==> config.mk <==
export PLATFORM = sky130hd
export DESIGN_NAME = ts_latency_meter
export DESIGN_NICKNAME = d
export VERILOG_FILES = /design/src/rtl/ts_latency_meter.sv
export SDC_FILE = /design/constraint.sdc
export NUM_CORES = 1
export LEC_CHECK = 0
export CORE_AREA = 2 2 130 132
export DETAILED_ROUTE_END_ITERATION = 6
export DIE_AREA = 0 0 132 134
export GPL_TIMING_DRIVEN = 0
export PLACE_DENSITY = 0.75
export SETUP_SLACK_MARGIN = 0.15
export SLEW_MARGIN = 20
export SYNTH_ARGS = -nofsm -noshare
export SYNTH_HDL_FRONTEND = slang
export SYNTH_SLANG_ARGS = --single-unit
==> constraint.sdc <==
create_clock -name clk -period 7.19 [get_ports clk]
set_input_delay 1.0785 -clock clk [delete_from_list [all_inputs] [get_ports clk]]
set_output_delay 1.0785 -clock clk [all_outputs]
set_load 0.05 [all_outputs]
==> src/rtl/ts_latency_meter.sv <==
// ts_latency_meter: measures ns between start/end strobes (or a timeout) and
// queues {timeout, delta} results in a small FIFO for a ready/valid consumer.
`default_nettype none

module ts_latency_meter #(
  parameter int          DEPTH      = 4,
  parameter logic [31:0] TIMEOUT_NS = 32'd1000000
) (
  input  logic        clk,
  input  logic        rst,
  input  logic [31:0] counter_ns,
  input  logic        evt_start,
  input  logic        evt_end,
  output logic        ts_valid,
  input  logic        ts_ready,
  output logic [30:0] ts_delta,
  output logic        ts_timeout,
  output logic        busy,
  output logic [4:0]  fill_level,
  output logic        overflow,
  input  logic        ovf_clr
);

  localparam int AW = (DEPTH > 1) ? $clog2(DEPTH) : 1;

  typedef enum logic {
    IDLE  = 1'b0,
    ARMED = 1'b1
  } state_t;

  state_t          state_q;
  logic [30:0]     start_ts_q;
  logic [31:0]     mem_q [DEPTH];
  logic [AW-1:0]   wr_ptr_q;
  logic [AW-1:0]   rd_ptr_q;
  logic [4:0]      fill_q;
  logic [4:0]      fill_d;
  logic            ovf_q;
  logic            ovf_d;

  logic [30:0]     age;
  logic            timed_out;
  logic            push;
  logic            push_timeout;
  logic            pop;
  logic            accept;
  logic            unused_ok;

  // Counter never sets bit 31, so the age is taken modulo 2^31.
  assign unused_ok    = counter_ns[31];
  assign age          = counter_ns[30:0] - start_ts_q;
  assign timed_out    = (age >= TIMEOUT_NS[30:0]);
  assign push         = (state_q == ARMED) && (evt_end || timed_out);
  assign push_timeout = !evt_end;
  assign pop          = ts_valid && ts_ready;
  assign accept       = push && ((fill_q < 5'(DEPTH)) || pop);

  always_comb begin
    fill_d = fill_q + {4'd0, accept} - {4'd0, pop};
    ovf_d  = ovf_q;
    if (push && !accept) begin
      ovf_d = 1'b1;
    end else if (ovf_clr) begin
      ovf_d = 1'b0;
    end
  end

  always_ff @(posedge clk or posedge rst) begin
    if (rst) begin
      state_q    <= IDLE;
      start_ts_q <= '0;
    end else begin
      case (state_q)
        IDLE: begin
          if (evt_start) begin
            start_ts_q <= counter_ns[30:0];
            state_q    <= ARMED;
          end
        end
        ARMED: begin
          // A start strobe always re-arms, even when the same cycle closes a result.
          if (evt_start) begin
            start_ts_q <= counter_ns[30:0];
          end else if (evt_end || timed_out) begin
            state_q <= IDLE;
          end
        end
        default: state_q <= IDLE;
      endcase
    end
  end

  always_ff @(posedge clk or posedge rst) begin
    if (rst) begin
      wr_ptr_q <= '0;
      rd_ptr_q <= '0;
      fill_q   <= '0;
      ovf_q    <= 1'b0;
    end else begin
      if (accept) begin
        wr_ptr_q <= wr_ptr_q + AW'(1);
      end
      if (pop) begin
        rd_ptr_q <= rd_ptr_q + AW'(1);
      end
      fill_q <= fill_d;
      ovf_q  <= ovf_d;
    end
  end

  always_ff @(posedge clk) begin
    if (accept) begin
      mem_q[wr_ptr_q] <= {push_timeout, age};
    end
  end

  // Data is forced to zero when empty so stale entries never appear.
  assign ts_valid   = (fill_q != 5'd0);
  assign ts_delta   = ts_valid ? mem_q[rd_ptr_q][30:0] : 31'd0;
  assign ts_timeout = ts_valid ? mem_q[rd_ptr_q][31]   : 1'b0;
  assign busy       = (state_q == ARMED);
  assign fill_level = fill_q;
  assign overflow   = ovf_q;

endmodule

`default_nettype wire

# Word level (Yosys, flattened, before mapping)
# Memories as Yosys holds them, arrays and structs flattened.
# Cells that the tools add are included.
[word_totals]
register_bits = 42
mem_bits_rw = 128
in_bits = 38
elab_cells = 36
n_memories = 1
[op_classes]
addsub = 5
n_lt_le_gt_ge = 2
n_mux = 11
bitwise_logic = 1
reduce_logical = 10
[mem_list]
columns = ["memory", "depth", "width", "read_ports", "rd_clocked_by_memory_dff", "write_ports", "line_no", "source"]
rows = [
  ["mem_q", 4, 32, 1, 0, 1, "33", "logic [31:0] mem_q [DEPTH];"],
]
[ops]
columns = ["op", "count"]
rows = [
  ["31-bit 2-to-1 mux", 2],
  ["31-bit by 20-bit >= comparator with 1-bit output, second input constant", 1],
  ["31-bit subtractor", 1],
  ["1-bit 2-to-1 mux", 8],
  ["5-bit by 1-bit adder with 5-bit output", 1],
  ["5-bit by 3-bit < comparator with 1-bit output, second input constant", 1],
  ["5-bit nonzero test", 1],
  ["5-bit by 1-bit subtractor with 5-bit output", 1],
  ["2-bit by 1-bit adder with 2-bit output, second input constant", 2],
  ["1-bit logical AND", 4],
  ["1-bit zero test", 2],
  ["1-bit logical OR", 2],
  ["1-bit one-hot mux with 2 select lines", 1],
  ["2-bit nonzero test", 1],
  ["1-bit inverter", 1],
]

# Longest topological paths before layout
[logic_depth]
word_depth = 8
mapped_depth = 19

# Least setup slack after synthesis
# Ideal clock, no wire load.
[synth_path]
path_type = "in2reg"
start = "in counter_ns[0]"
end = "reg fill_q[4], in the netlist fill_level[4]"
setup_ns = 0.079
arrival_time_ns = 4.984
required_time_ns = 7.111
setup_slack_ns = 2.127
stages = 19
cell_sequence = "inv_1 > ha_1 > fa_1 > nand2b_1 > a21oi_2 > o2111ai_2 > a21oi_2 > o211ai_1 > mux2i_1 > a2111oi_0 > nand4_1 > o311a_4 > a21bo_1 > ha_1 > fa_1 > a21oi_1 > nor2_1 > nor2_1 > xor2_1"
[synth_between]
elab_chain_cells = 7
[synth_rtl]
columns = ["item", "line_no", "source"]
rows = [
  ["from (decl)", "11", "input logic [31:0] counter_ns,"],
  ["31-bit subtractor", "51", "assign age = counter_ns[30:0] - start_ts_q;"],
  ["31-bit by 20-bit >= comparator with 1-bit output", "52", "assign timed_out = (age >= TIMEOUT_NS[30:0]);"],
  ["1-bit logical OR", "53", "assign push = (state_q == ARMED) && (evt_end || timed_out);"],
  ["1-bit logical AND", "53", ""],
  ["1-bit logical AND", "56", "assign accept = push && ((fill_q < 5'(DEPTH)) || pop);"],
  ["5-bit by 1-bit adder with 5-bit output", "59", "fill_d = fill_q + {4'd0, accept} - {4'd0, pop};"],
  ["5-bit by 1-bit subtractor with 5-bit output", "59", ""],
  ["named net fill_d[4]", "37", "logic [4:0] fill_d;"],
  ["to (signal assigned)", "106", "fill_q <= fill_d;"],
  ["to (decl)", "36", "logic [4:0] fill_q;"],
]
# The timed path passes the listed nets, and every way through them passes these cells.
# A chain may end at the register's enable or synchronous reset.

# Worst setup path after layout
# Ends and elaborated chain as after synthesis.

==> reports/qor.yml <==
status: "completed"
grt_util_all_layers_pct: 21.5
drv_slew: 0
fp-row-count: 47
ys_seq_elements: 170
synth_top_flop_cell: "edfxtp_1"
worstPathRequired_ns: 7.54
yosysMostFrequentCell: "edfxtp_1"
tns_ns: 0
final_area_mm2: 0.0104
synth_top_area_share_pct: 44.0
synth_area_mm2: 0.00874
rrSetupSlack_ns: 1.92
drc_errors: 0
postCtsSetupBuffers: 0
hold_path_class: "reg2reg"
routedWlPerCell_um: 18.0
drtIter0Drc: 416
ir_drop_mv: 0.212
worstPathArrival_ns: 6.46
setup_viol: 0
fin_worst_skew_ns: 0.0143
ios: 78
synthCells: 686
finalCritPeriodShare_pct: 85.0
async_flop_share_pct: 24.7
endpoint_kind: "flop"
cts_resized: 0
critPathKind: "in2reg"
clockBufferDepth: 2
slew_headroom_pct: 36.6
syn_nets: 767
io_buffers: 75
synth_top_cell_by_area: "edfxtp_1"
synth_seq_area_share_pct: 56.0
cts_sinks: 170
worst_slew_pin_slew_ns: 0.948
start_util_pct: 53.6
place_area_mm2: 0.00980
core_area_mm2: 0.0163
grt_pass1_wl_mm: 29.6
globalRouteOverflowTotal: 0
holdWs_ns: 0.525
wirelength_mm: 18.2
cap_viol_max_count: 0
clkPwrFrac_pct: 22.5
synth_commonest_cells: "128 x edfxtp_1, 65 x nand2_1, 51 x o21ai_0"
fp.dieH_um: 134
clockRootBuffer: "clkbuf_16"
grt_antenna_before_repair: 0
rsz0062_at_grt: "false"
avgSynthCellArea_um2: 12.7
die_x_um: 132
grt_pass1_vias: 5824
seq_power_share_pct: 32.6
clk_pin_slew_ns: 0.07
grt_max_degree: 33
finalHoldViolations: 0
first_pass_iters: 5
clkLatencyLatePin_ns: 0.43
swShare_pct: 39.2
h-tree-depth: 4
dp_hpwl_mm: 13.2
ys_types: 65
diodes: 0
p_int_mw: 2.52
postRouteAntennaNets: 0
pre_cts_ws_ns: 0.573
gp_congestion: 0.904
vias: 5700
setup_slack_ns: 1.08
syn2layout_area_growth_pct: 19.1
synth_area_leaders: "edfxtp_1 44%, dfrtp_1 12%, mux4_2 8.2%"
cts_hold_buf: 0
num-nets-final: 863
tritoncts: "built"
min_period_ns: 6.11
drive_gt1_share_pct: 12.7
worst-path-max-fanout: 7
powerDensity_mw_per_mm2: 398
synth-edff-count: 128
die_area_mm2: 0.0177
critPathLaunchType: "primary input"
p_sw_mw: 1.62
yosysWarnings: 0
power.leakage_nw: 3.93
max_freq_mhz: 164
post_drt_via_cell_ratio: 5.62
p_comb_share_pct: 44.9
cts_made_buffers: 17
## stage by stage
stage	total power [mW]	util, %	instances
2_1_floorplan	2.68	-	686
3_3_place_gp	3.18	59.9	981
3_5_place_dp	3.24	60.1	983
4_1_cts	4.17	63.9	1015
5_1_grt	4.33	63.9	1015
6_report	4.14	63.9	1015
## power by group through the flow
stage	registers [mW]	clock network (mW)	logic (mW)
CTS	1.35	0.942	1.88
finish	1.35	0.932	1.86
floorplan	1.40	0	1.27
global route	1.36	0.979	1.98
detailed placement	1.37	0	1.87
global placement	1.35	0	1.82
## worst max-delay path, stage by stage
cell and delay, ns:
clkdlybuf4s50_1 0.50, inv_1 0.06, ha_1 0.24, fa_1 0.40
nand2b_1 0.19, a21oi_2 0.30, o2111ai_2 0.21, a21oi_2 0.32
o211ai_1 0.15, mux2i_1 0.17, a2111oi_1 0.86, nand4_1 0.23
o311a_4 0.41, a21bo_1 0.20, ha_1 0.20, fa_1 0.42
a21oi_1 0.17, nor2_1 0.05, nor2_1 0.10, xor2_1 0.18
## placed cells by master (no fill, tap or decap), types with 3 or more instances in the layout
cell	count
a21o_1	8
a21oi_1	34
a21oi_2	5
a21oi_4	3
a31oi_1	4
and2_2	4
and3_1	4
buf_1	3
buf_6	6
clkbuf_1	18
clkbuf_16	17
clkdlybuf4s50_1	75
clkinvlp_4	3
dfrtp_1	42
edfxtp_1	128
ha_1	41
inv_1	49
inv_6	3
mux2i_1	3
mux4_2	32
nand2_1	65
nand2b_1	4
nand3_1	6
nand4_1	9
nor2_1	25
nor2b_1	36
nor3_1	7
nor4_1	4
o2111ai_1	3
o211ai_1	5
o21a_1	5
o21ai_0	51
o21ai_1	5
o21bai_1	5
xnor2_1	14
xor2_1	16
## worst paths after layout
path                                    start             to  depth (start not counted)
worst max register to register  start_ts_q[0]  fill_level[4]                         18
max in group asynchronous                 rst  start_ts_q[0]                          3
worst min register to register  start_ts_q[0]  start_ts_q[0]                          1
min in group asynchronous                 rst       overflow                          2
worst min-delay path            start_ts_q[0]  start_ts_q[0]                          1
worst max-delay path            counter_ns[0]  fill_level[4]                         20
## area by class of cell
cell class	count	area [um2]
fill	1255	5880
sequential	170	4890
multi-input combinational	436	3490
timing repair buffer	77	776
clock buffer	17	425
tap	220	275
inverter	50	188
clock inverter	15	186
buffer	30	175
## layer usage
layer | vias to the layer above | global-route usage (%) | part of all wire, %
li1 | 2732 | - | -
met1 | 2834 | 29.0 | 45
met2 | 114 | 35.8 | 49
met3 | 20 | 3.97 | 3.4
met4 | 0 | 6.34 | 1.9
met5 | - | 0 | 0
## logic make-up (layout without fill, tap and decap cells)
family | count (synthesis) | after routing | share of synthesized area, %
XOR/XNOR | 30 | 30 | 3.01
adder cells (fa/ha/maj) | 43 | 43 | 6.33
multiplexers | 38 | 38 | 9.02
AO/OA/AOI/OAI | 146 | 146 | 10.9
AND/OR/NAND/NOR | 179 | 179 | 10.6
flip-flops | 170 | 170 | 56.0
buffers and inverters | 80 | 189 | 4.15
## sequential cells by signal (all words and copies together) (netlist names)
signal / count
rd_ptr_q: 2
busy: 1
fill_level: 5
mem_q: 128
wr_ptr_q: 2
start_ts_q: 31
overflow: 1
Note: power is estimated with default switching activity, not from simulation.
